==> src/rtl/wb_write_scheduler_if.sv <==
// Writeback request bundle from four execution lanes plus the shared
// register-file write port and status outputs of the scheduler.
interface wb_write_scheduler_if #(
  parameter int DATA_W = 16,
  parameter int ADDR_W = 4
);
  logic [3:0]          req_valid;
  logic [4*ADDR_W-1:0] req_addr;
  logic [4*DATA_W-1:0] req_data;
  logic [3:0]          req_ready;
  logic                wr_en;
  logic [3:0]          wr_lane;
  logic [ADDR_W-1:0]   wr_addr;
  logic [DATA_W-1:0]   wr_data;
  logic                stall;
  logic [3:0]          pending;

  modport master (
    output req_valid, req_addr, req_data,
    input  req_ready, wr_en, wr_lane, wr_addr, wr_data, stall, pending
  );
  modport slave (
    input  req_valid, req_addr, req_data,
    output req_ready, wr_en, wr_lane, wr_addr, wr_data, stall, pending
  );
endinterface

==> src/rtl/wb_write_scheduler.sv <==
// Four-lane writeback scheduler: per-lane FIFOs drained round-robin onto a
// single registered register-file write port.
module wb_wsched_lane #(
  parameter int DATA_W = 16,
  parameter int ADDR_W = 4,
  parameter int DEPTH  = 2
) (
  input  logic              clk,
  input  logic              rst,
  input  logic              flush,
  input  logic              push,
  input  logic              pop,
  input  logic [ADDR_W-1:0] push_addr,
  input  logic [DATA_W-1:0] push_data,
  output logic              full,
  output logic              empty,
  output logic [ADDR_W-1:0] head_addr,
  output logic [DATA_W-1:0] head_data
);
  localparam int PW = $clog2(DEPTH);
  localparam int CW = PW + 1;

  typedef struct packed {
    logic [ADDR_W-1:0] addr;
    logic [DATA_W-1:0] data;
  } ent_t;

  ent_t          mem_q [DEPTH];
  logic [PW-1:0] wr_ptr_q, wr_ptr_d, rd_ptr_q, rd_ptr_d;
  logic [CW-1:0] cnt_q, cnt_d;

  assign full      = (cnt_q == CW'(DEPTH));
  assign empty     = (cnt_q == '0);
  assign head_addr = mem_q[rd_ptr_q].addr;
  assign head_data = mem_q[rd_ptr_q].data;

  // Pointers wrap naturally since DEPTH is a power of two.
  always_comb begin
    wr_ptr_d = wr_ptr_q;
    rd_ptr_d = rd_ptr_q;
    cnt_d    = cnt_q;
    if (flush) begin
      wr_ptr_d = '0;
      rd_ptr_d = '0;
      cnt_d    = '0;
    end else begin
      if (push) wr_ptr_d = wr_ptr_q + PW'(1);
      if (pop)  rd_ptr_d = rd_ptr_q + PW'(1);
      case ({push, pop})
        2'b10:   cnt_d = cnt_q + CW'(1);
        2'b01:   cnt_d = cnt_q - CW'(1);
        default: cnt_d = cnt_q;
      endcase
    end
  end

  always_ff @(posedge clk or negedge rst) begin
    if (!rst) begin
      wr_ptr_q <= '0;
      rd_ptr_q <= '0;
      cnt_q    <= '0;
    end else begin
      wr_ptr_q <= wr_ptr_d;
      rd_ptr_q <= rd_ptr_d;
      cnt_q    <= cnt_d;
    end
  end

  always_ff @(posedge clk) begin
    if (push && !flush) mem_q[wr_ptr_q] <= '{addr: push_addr, data: push_data};
  end
endmodule

module wb_write_scheduler #(
  parameter int DATA_W = 16,
  parameter int ADDR_W = 4,
  parameter int DEPTH  = 2
) (
  input  logic                clk,
  input  logic                rst,
  input  logic                flush,
  wb_write_scheduler_if.slave bus
);
  localparam int NUM_LANES = 4;

  logic [NUM_LANES-1:0]             full, empty, push, grant;
  logic [NUM_LANES-1:0][ADDR_W-1:0] head_addr;
  logic [NUM_LANES-1:0][DATA_W-1:0] head_data;

  logic [1:0]        last_grant_q, last_grant_d, idx;
  logic              found;
  logic              wr_en_q, wr_en_d;
  logic [3:0]        wr_lane_q, wr_lane_d;
  logic [ADDR_W-1:0] wr_addr_q, wr_addr_d;
  logic [DATA_W-1:0] wr_data_q, wr_data_d;

  for (genvar gi = 0; gi < NUM_LANES; gi++) begin : g_lane
    assign push[gi] = bus.req_valid[gi] & ~full[gi] & ~flush;

    wb_wsched_lane #(.DATA_W(DATA_W), .ADDR_W(ADDR_W), .DEPTH(DEPTH)) u_lane (
      .clk       (clk),
      .rst       (rst),
      .flush     (flush),
      .push      (push[gi]),
      .pop       (grant[gi]),
      .push_addr (bus.req_addr[gi*ADDR_W +: ADDR_W]),
      .push_data (bus.req_data[gi*DATA_W +: DATA_W]),
      .full      (full[gi]),
      .empty     (empty[gi]),
      .head_addr (head_addr[gi]),
      .head_data (head_data[gi])
    );
  end

  assign bus.req_ready = ~full;
  assign bus.pending   = ~empty;
  assign bus.stall     = (|full) | (|(bus.req_valid & full));
  assign bus.wr_en     = wr_en_q;
  assign bus.wr_lane   = wr_lane_q;
  assign bus.wr_addr   = wr_addr_q;
  assign bus.wr_data   = wr_data_q;

  // Round-robin: search begins one past the last granted lane; flush keeps history.
  always_comb begin
    grant        = '0;
    found        = 1'b0;
    idx          = '0;
    last_grant_d = last_grant_q;
    if (!flush) begin
      for (int k = 1; k <= NUM_LANES; k++) begin
        idx = last_grant_q + 2'(k);
        if (!found && !empty[idx]) begin
          grant[idx]   = 1'b1;
          last_grant_d = idx;
          found        = 1'b1;
        end
      end
    end
    wr_en_d   = 1'b0;
    wr_lane_d = '0;
    wr_addr_d = wr_addr_q;
    wr_data_d = wr_data_q;
    if (found) begin
      wr_en_d   = 1'b1;
      wr_lane_d = grant;
      wr_addr_d = head_addr[last_grant_d];
      wr_data_d = head_data[last_grant_d];
    end
  end

  always_ff @(posedge clk or negedge rst) begin
    if (!rst) begin
      last_grant_q <= 2'd3;
      wr_en_q      <= 1'b0;
      wr_lane_q    <= '0;
      wr_addr_q    <= '0;
      wr_data_q    <= '0;
    end else begin
      last_grant_q <= last_grant_d;
      wr_en_q      <= wr_en_d;
      wr_lane_q    <= wr_lane_d;
      wr_addr_q    <= wr_addr_d;
      wr_data_q    <= wr_data_d;
    end
  end
endmodule
==> src/flat_wrapper.sv <==
// flat-port wrapper written by rule: the top's interface ports become plain ports
module wb_write_scheduler_flat 
#(
  parameter int DATA_W = 16,
  parameter int ADDR_W = 4,
  parameter int DEPTH  = 2
)
  (clk, rst, flush, bus_req_valid, bus_req_addr, bus_req_data, bus_req_ready, bus_wr_en, bus_wr_lane, bus_wr_addr, bus_wr_data, bus_stall, bus_pending);
  wb_write_scheduler_if #(.DATA_W(DATA_W), .ADDR_W(ADDR_W)) bus_i ();
  input  logic clk;
  input  logic rst;
  input  logic flush;
  input wire logic [$bits(bus_i.req_valid)-1:0] bus_req_valid;
  input wire logic [$bits(bus_i.req_addr)-1:0] bus_req_addr;
  input wire logic [$bits(bus_i.req_data)-1:0] bus_req_data;
  output wire logic [$bits(bus_i.req_ready)-1:0] bus_req_ready;
  output wire logic [$bits(bus_i.wr_en)-1:0] bus_wr_en;
  output wire logic [$bits(bus_i.wr_lane)-1:0] bus_wr_lane;
  output wire logic [$bits(bus_i.wr_addr)-1:0] bus_wr_addr;
  output wire logic [$bits(bus_i.wr_data)-1:0] bus_wr_data;
  output wire logic [$bits(bus_i.stall)-1:0] bus_stall;
  output wire logic [$bits(bus_i.pending)-1:0] bus_pending;
  assign bus_i.req_valid = bus_req_valid;
  assign bus_i.req_addr = bus_req_addr;
  assign bus_i.req_data = bus_req_data;
  assign bus_req_ready = bus_i.req_ready;
  assign bus_wr_en = bus_i.wr_en;
  assign bus_wr_lane = bus_i.wr_lane;
  assign bus_wr_addr = bus_i.wr_addr;
  assign bus_wr_data = bus_i.wr_data;
  assign bus_stall = bus_i.stall;
  assign bus_pending = bus_i.pending;
  wb_write_scheduler #(.DATA_W(DATA_W), .ADDR_W(ADDR_W), .DEPTH(DEPTH)) u_core (.clk(clk), .rst(rst), .flush(flush), .bus(bus_i));
endmodule
==> config.mk <==
export PLATFORM = sky130hd
export DESIGN_NAME = wb_write_scheduler_flat
export DESIGN_NICKNAME = d
export VERILOG_FILES = /design/src/rtl/wb_write_scheduler_if.sv /design/src/rtl/wb_write_scheduler.sv /design/src/flat_wrapper.sv
export SDC_FILE = /design/constraint.sdc
export NUM_CORES = 1
export LEC_CHECK = 0
export ABC_AREA = 1
export CAP_MARGIN = 20
export CORE_AREA = 2 2 139 141
export CTS_CLUSTER_SIZE = 25
export DETAILED_ROUTE_END_ITERATION = 8
export DIE_AREA = 0 0 141 143
export HOLD_SLACK_MARGIN = 0.12
export PLACE_DENSITY = 0.75
export SETUP_SLACK_MARGIN = 0.2
export SYNTH_ARGS = -nofsm -noshare
export SYNTH_HDL_FRONTEND = slang
export SYNTH_HIERARCHICAL = 1
export SYNTH_SLANG_ARGS = --single-unit
==> constraint.sdc <==
create_clock -name clk -period 2.2 [get_ports clk]
set_input_delay 0.22 -clock clk [delete_from_list [all_inputs] [get_ports clk]]
set_output_delay 0.22 -clock clk [all_outputs]
set_load 0.02 [all_outputs]
==> metrics.md <==
| Metric | Value |
|---|---|
| Worst path required time | `2.59 ns` |
| Worst rel slew slack | `0.5281` |
| Crit. End Element | `register` |
| Core ar. | `0.01858 sq mm` |
| Net count reported at finish | `between 1000 and 1500` |
| Port bufs | `120` |
| Most common cell in the netlist | `nand2_1` |
| Fmax | `roughly 0.44 GHz` |
| Cell family with most CP delay | `simple AND/OR/NAND/NOR gates` |
| Setup tns final | `-0.5929 ns` |
| Crit Path Max Fanout | `8` |
| Die Area | `between 0.02 and 0.025 sq mm` |
| Netlist cell types | `24` |
| R2r startpoint | `u_core/last_grant_q[0]$_DFF_PN1_` |
| CTS root buf | `clkbuf_16` |
| Starting density of the core | `0.4934` |
| Largest net degree at the start of global routing | `31` |
| Final setup vio count | `23` |
| Post-synth top area share | `0.5241` |
| Clock Tree Buf Depth | `3` |
| Drt pass-1 iters | `5` |
| Layout Cells excl Fill | `between 1000 and 1500` |
| Mux share of post-synthesis cell area | `0.09827` |
| Final Hold Viols | `0` |
| Syn nets | `just under 900` |
| Tmin final | `2.261 ns` |
| WL final | `roughly 21000 um` |
| Boundary pin count | `121` |
| Global-route wire length before repair | `31880 um` |
| Area Growth Syn to Fin | `33.52%` |
| Placed Cells | `between 1000 and 1500` |
| Fin Clk Skew | `~0.0095 ns` |
| Power Dens Cells | `between 1000 and 1500 mW/mm^2` |
| Most common cell on crit path | `nand2_1` |
| Ant. Diodes | `0` |
| Worst reg2reg path depth | `13` |
| Startpoint types | `register` |
| Ys async rst share | `0.2118` |
| Slowest cell on the critical path | `dfstp_2` |
| Register area share after synthesis | `0.6417` |
| Mean Syn Cell Area | `11.65 sq um` |
| Final Cycle Share | `1.028` |
| Max Cap Viol | `0` |
| Worst slew pin tran | `0.7078 ns` |
| Worst path arrival time | `around 2.7 ns` |
| Max stage delay on crit path | `between 0.5 and 0.6 ns` |
| Pins over their slew limit | `0` |
| Critical-path cell list | `inv_8 > ha_4 > nand3b_1 > nand2_4 > nand2_8 > nand4_4 > nand2_8 > clkbuf_16 > nand2_1 > nand3_1 > nand2_1 > nand2_1 > nand2_1` |
| Post-synth top cells | `nand2_1, edfxtp_1, mux2_2` |
| Violated checks | `setup timing` |
| Dpl hpwl | `14290 um` |
| Dominant synthesized flop cell | `edfxtp_1` |
| Leak | `~5 nW` |
| # clock sinks | `between 200 and 250` |
| Ys Warns | `6` |
| Vias in the first global route | `~6000` |
| R2r endpoint | `u_core/bus.wr_data[13]$_DFFE_PN0P_` |
| Final Wtd Congestion | `0.8152` |
| Simple-Gate Fraction of Synth Area | `0.1761` |
| Flip-flop and latch count after synthesis | `between 200 and 250` |
| Via density | `5.188` |
| Class of the worst hold path | `input port to async pin` |
| Final antenna-violating net count | `0` |
| Die Wd | `approximately 140 um` |
| R2R setup slack | `-0.06 ns` |
| Die height | `around 140 um` |
| Layout cell share with drive strength beyond 1 | `0.3042` |
| Initial DRC count | `approximately 420` |
| Largest family of logic cells by synthesized area | `simple AND/OR/NAND/NOR gates` |
| Row count | `50` |
| Clk slew on worst S/H paths | `about 0.060 ns` |
| Final WS setup | `-0.06147 ns` |
| Mapped Cells | `~790` |
| Outcome | `finished, violations left` |
| Global route overflow | `0` |
| RSZ-0062 raised after global routing | `yes` |
| Leading area contributor after synthesis | `edfxtp_1` |
| Total Routing Usage GR | `0.2032` |
| Clock Latency Late Sink | `0.50 ns` |
| Leading post-synthesis cells by cell area | `edfxtp_1, dfrtp_1, mux2_2` |
| CTS Buf Count | `22` |
| Synthesized-area fraction occupied by xor and xnor cells | `0` |
| CTS H-Tree Depth | `1` |
| Synth Area in Compound Gates | `0.01474` |
| Post-synthesis adder-cell area fraction | `0.01092` |
| DP Worst Slack | `-0.04857 ns` |
| Synthesized area | `a little over 0.009 sq mm` |
| Vias | `about 6300` |
| Initial antenna violation count | `0` |
| Maximum vdd ir drop | `0.7137 mV` |
| CP bufs+invs | `2` |
| Post-synth EDFFs | `160` |
| Routed WL per cell | `between 15 and 20 um` |
| TritonCTS clock tree | `yes` |
| Critical path type | `register to register` |
| Residual DRC count | `0` |
-- registers in the layout, summed over array words and instances, names as in the netlist --
name                           cells
u_core/bus.wr_addr                 4
u_core/bus.wr_data                16
u_core/bus.wr_en                   1
u_core/bus.wr_lane                 4
u_core/g_lane.u_lane/cnt_q         8
u_core/g_lane.u_lane/mem_q       160
u_core/g_lane.u_lane/rd_ptr_q      4
u_core/g_lane.u_lane/wr_ptr_q      4
u_core/last_grant_q                2
-- metrics by stage --
stage | cell area [sq um] | power [W] | util | hold slack, ns
after floorplan | 9205 | 0.009886 | - | -0.07559
after global placement | 10860 | 0.01200 | 0.5846 | 0.3061
after detailed placement | 10860 | 0.01206 | 0.5846 | 0.3088
after CTS | 11720 | 0.01607 | 0.6309 | 0.2889
after global routing | 12240 | 0.01856 | 0.6588 | 0.2940
final | 12240 | 0.01751 | 0.6588 | 0.3015
-- layout make-up --
| cell class | instances | area [sq um] |
|---|---|---|
| inverter | 79 | 315.3 |
| clock inverter | 10 | 93.84 |
| multi-input combinational | 476 | 3201 |
| fill | 1368 | 6340 |
| timing repair inverter | 1 | 7.507 |
| sequential | 203 | 5883 |
| clock buffer | 30 | 601.8 |
| tap | 234 | 292.8 |
| timing repair buffer | 174 | 1846 |
-- layer usage --
layer	wire (um)	part of all wire	track usage
met4	633	0.030	0.06895
met2	10320	0.49	0.3374
met1	9015	0.43	0.2799
met3	966	0.046	0.02616
met5	0	0	0
-- placed cells by master (no fill, tap or decap), types with 11 or more instances in the layout --
master,n
edfxtp_1,160
inv_1,61
nand3_1,47
mux2_2,80
nand2_4,18
dfrtp_1,41
nand3b_1,21
nor2_1,17
nand2_2,56
buf_4,29
nand2_1,162
inv_2,14
clkbuf_16,26
nand3_2,21
clkdlybuf4s50_1,111
buf_12,11
-- worst max-delay path by stage --
stage | startpoint | endpoint | slack (ns) | cells past startpoint
finish | u_core/last_grant_q[0]$_DFF_PN1_ | u_core/bus.wr_data[13]$_DFFE_PN0P_ | -0.06 | 13
global route | u_core/last_grant_q[0]$_DFF_PN1_ | u_core/g_lane[0].u_lane/cnt_q[0]$_DFFE_PN0P_ | -0.21 | 15
CTS | u_core/last_grant_q[0]$_DFF_PN1_ | u_core/bus.wr_addr[3]$_DFFE_PN0P_ | 0.004 | 15
detailed placement | u_core/last_grant_q[0]$_DFF_PN1_ | u_core/g_lane[2].u_lane/cnt_q[0]$_DFFE_PN0P_ | -0.05 | 15
global placement | u_core/last_grant_q[0]$_DFF_PN1_ | u_core/bus.wr_data[11]$_DFFE_PN0P_ | -0.04 | 14
floorplan | u_core/g_lane[3].u_lane/cnt_q[0]$_DFFE_PN0P_ | u_core/g_lane[3].u_lane/mem_q[1][0]$_DFFE_PP_ | -0.07 | 8
-- cell families after synthesis --
family          Yosys count
buf+inv                 108
simple gates            361
flops                   203
fa+ha+maj                 8
mux                      80
compound gates           27
-- where the power goes --
part           internal [W]  switching [W]
Clock               0.00214        0.00140
Sequential          0.00463       0.000299
Combinational       0.00384        0.00520
Total                0.0106        0.00690
-- timing repair --
action / 4_1_cts / 5_1_grt
endpoints found under the setup margin: 37 / 114
hold endpoints to repair: 26 / 0
buffers inserted: 8 / 3
hold buffers: 1 / 0
gates resized for setup: 31 / 120
pin swaps: 8 / 39
cloned: 1 / 4
Power figures use the tool's default switching activity.
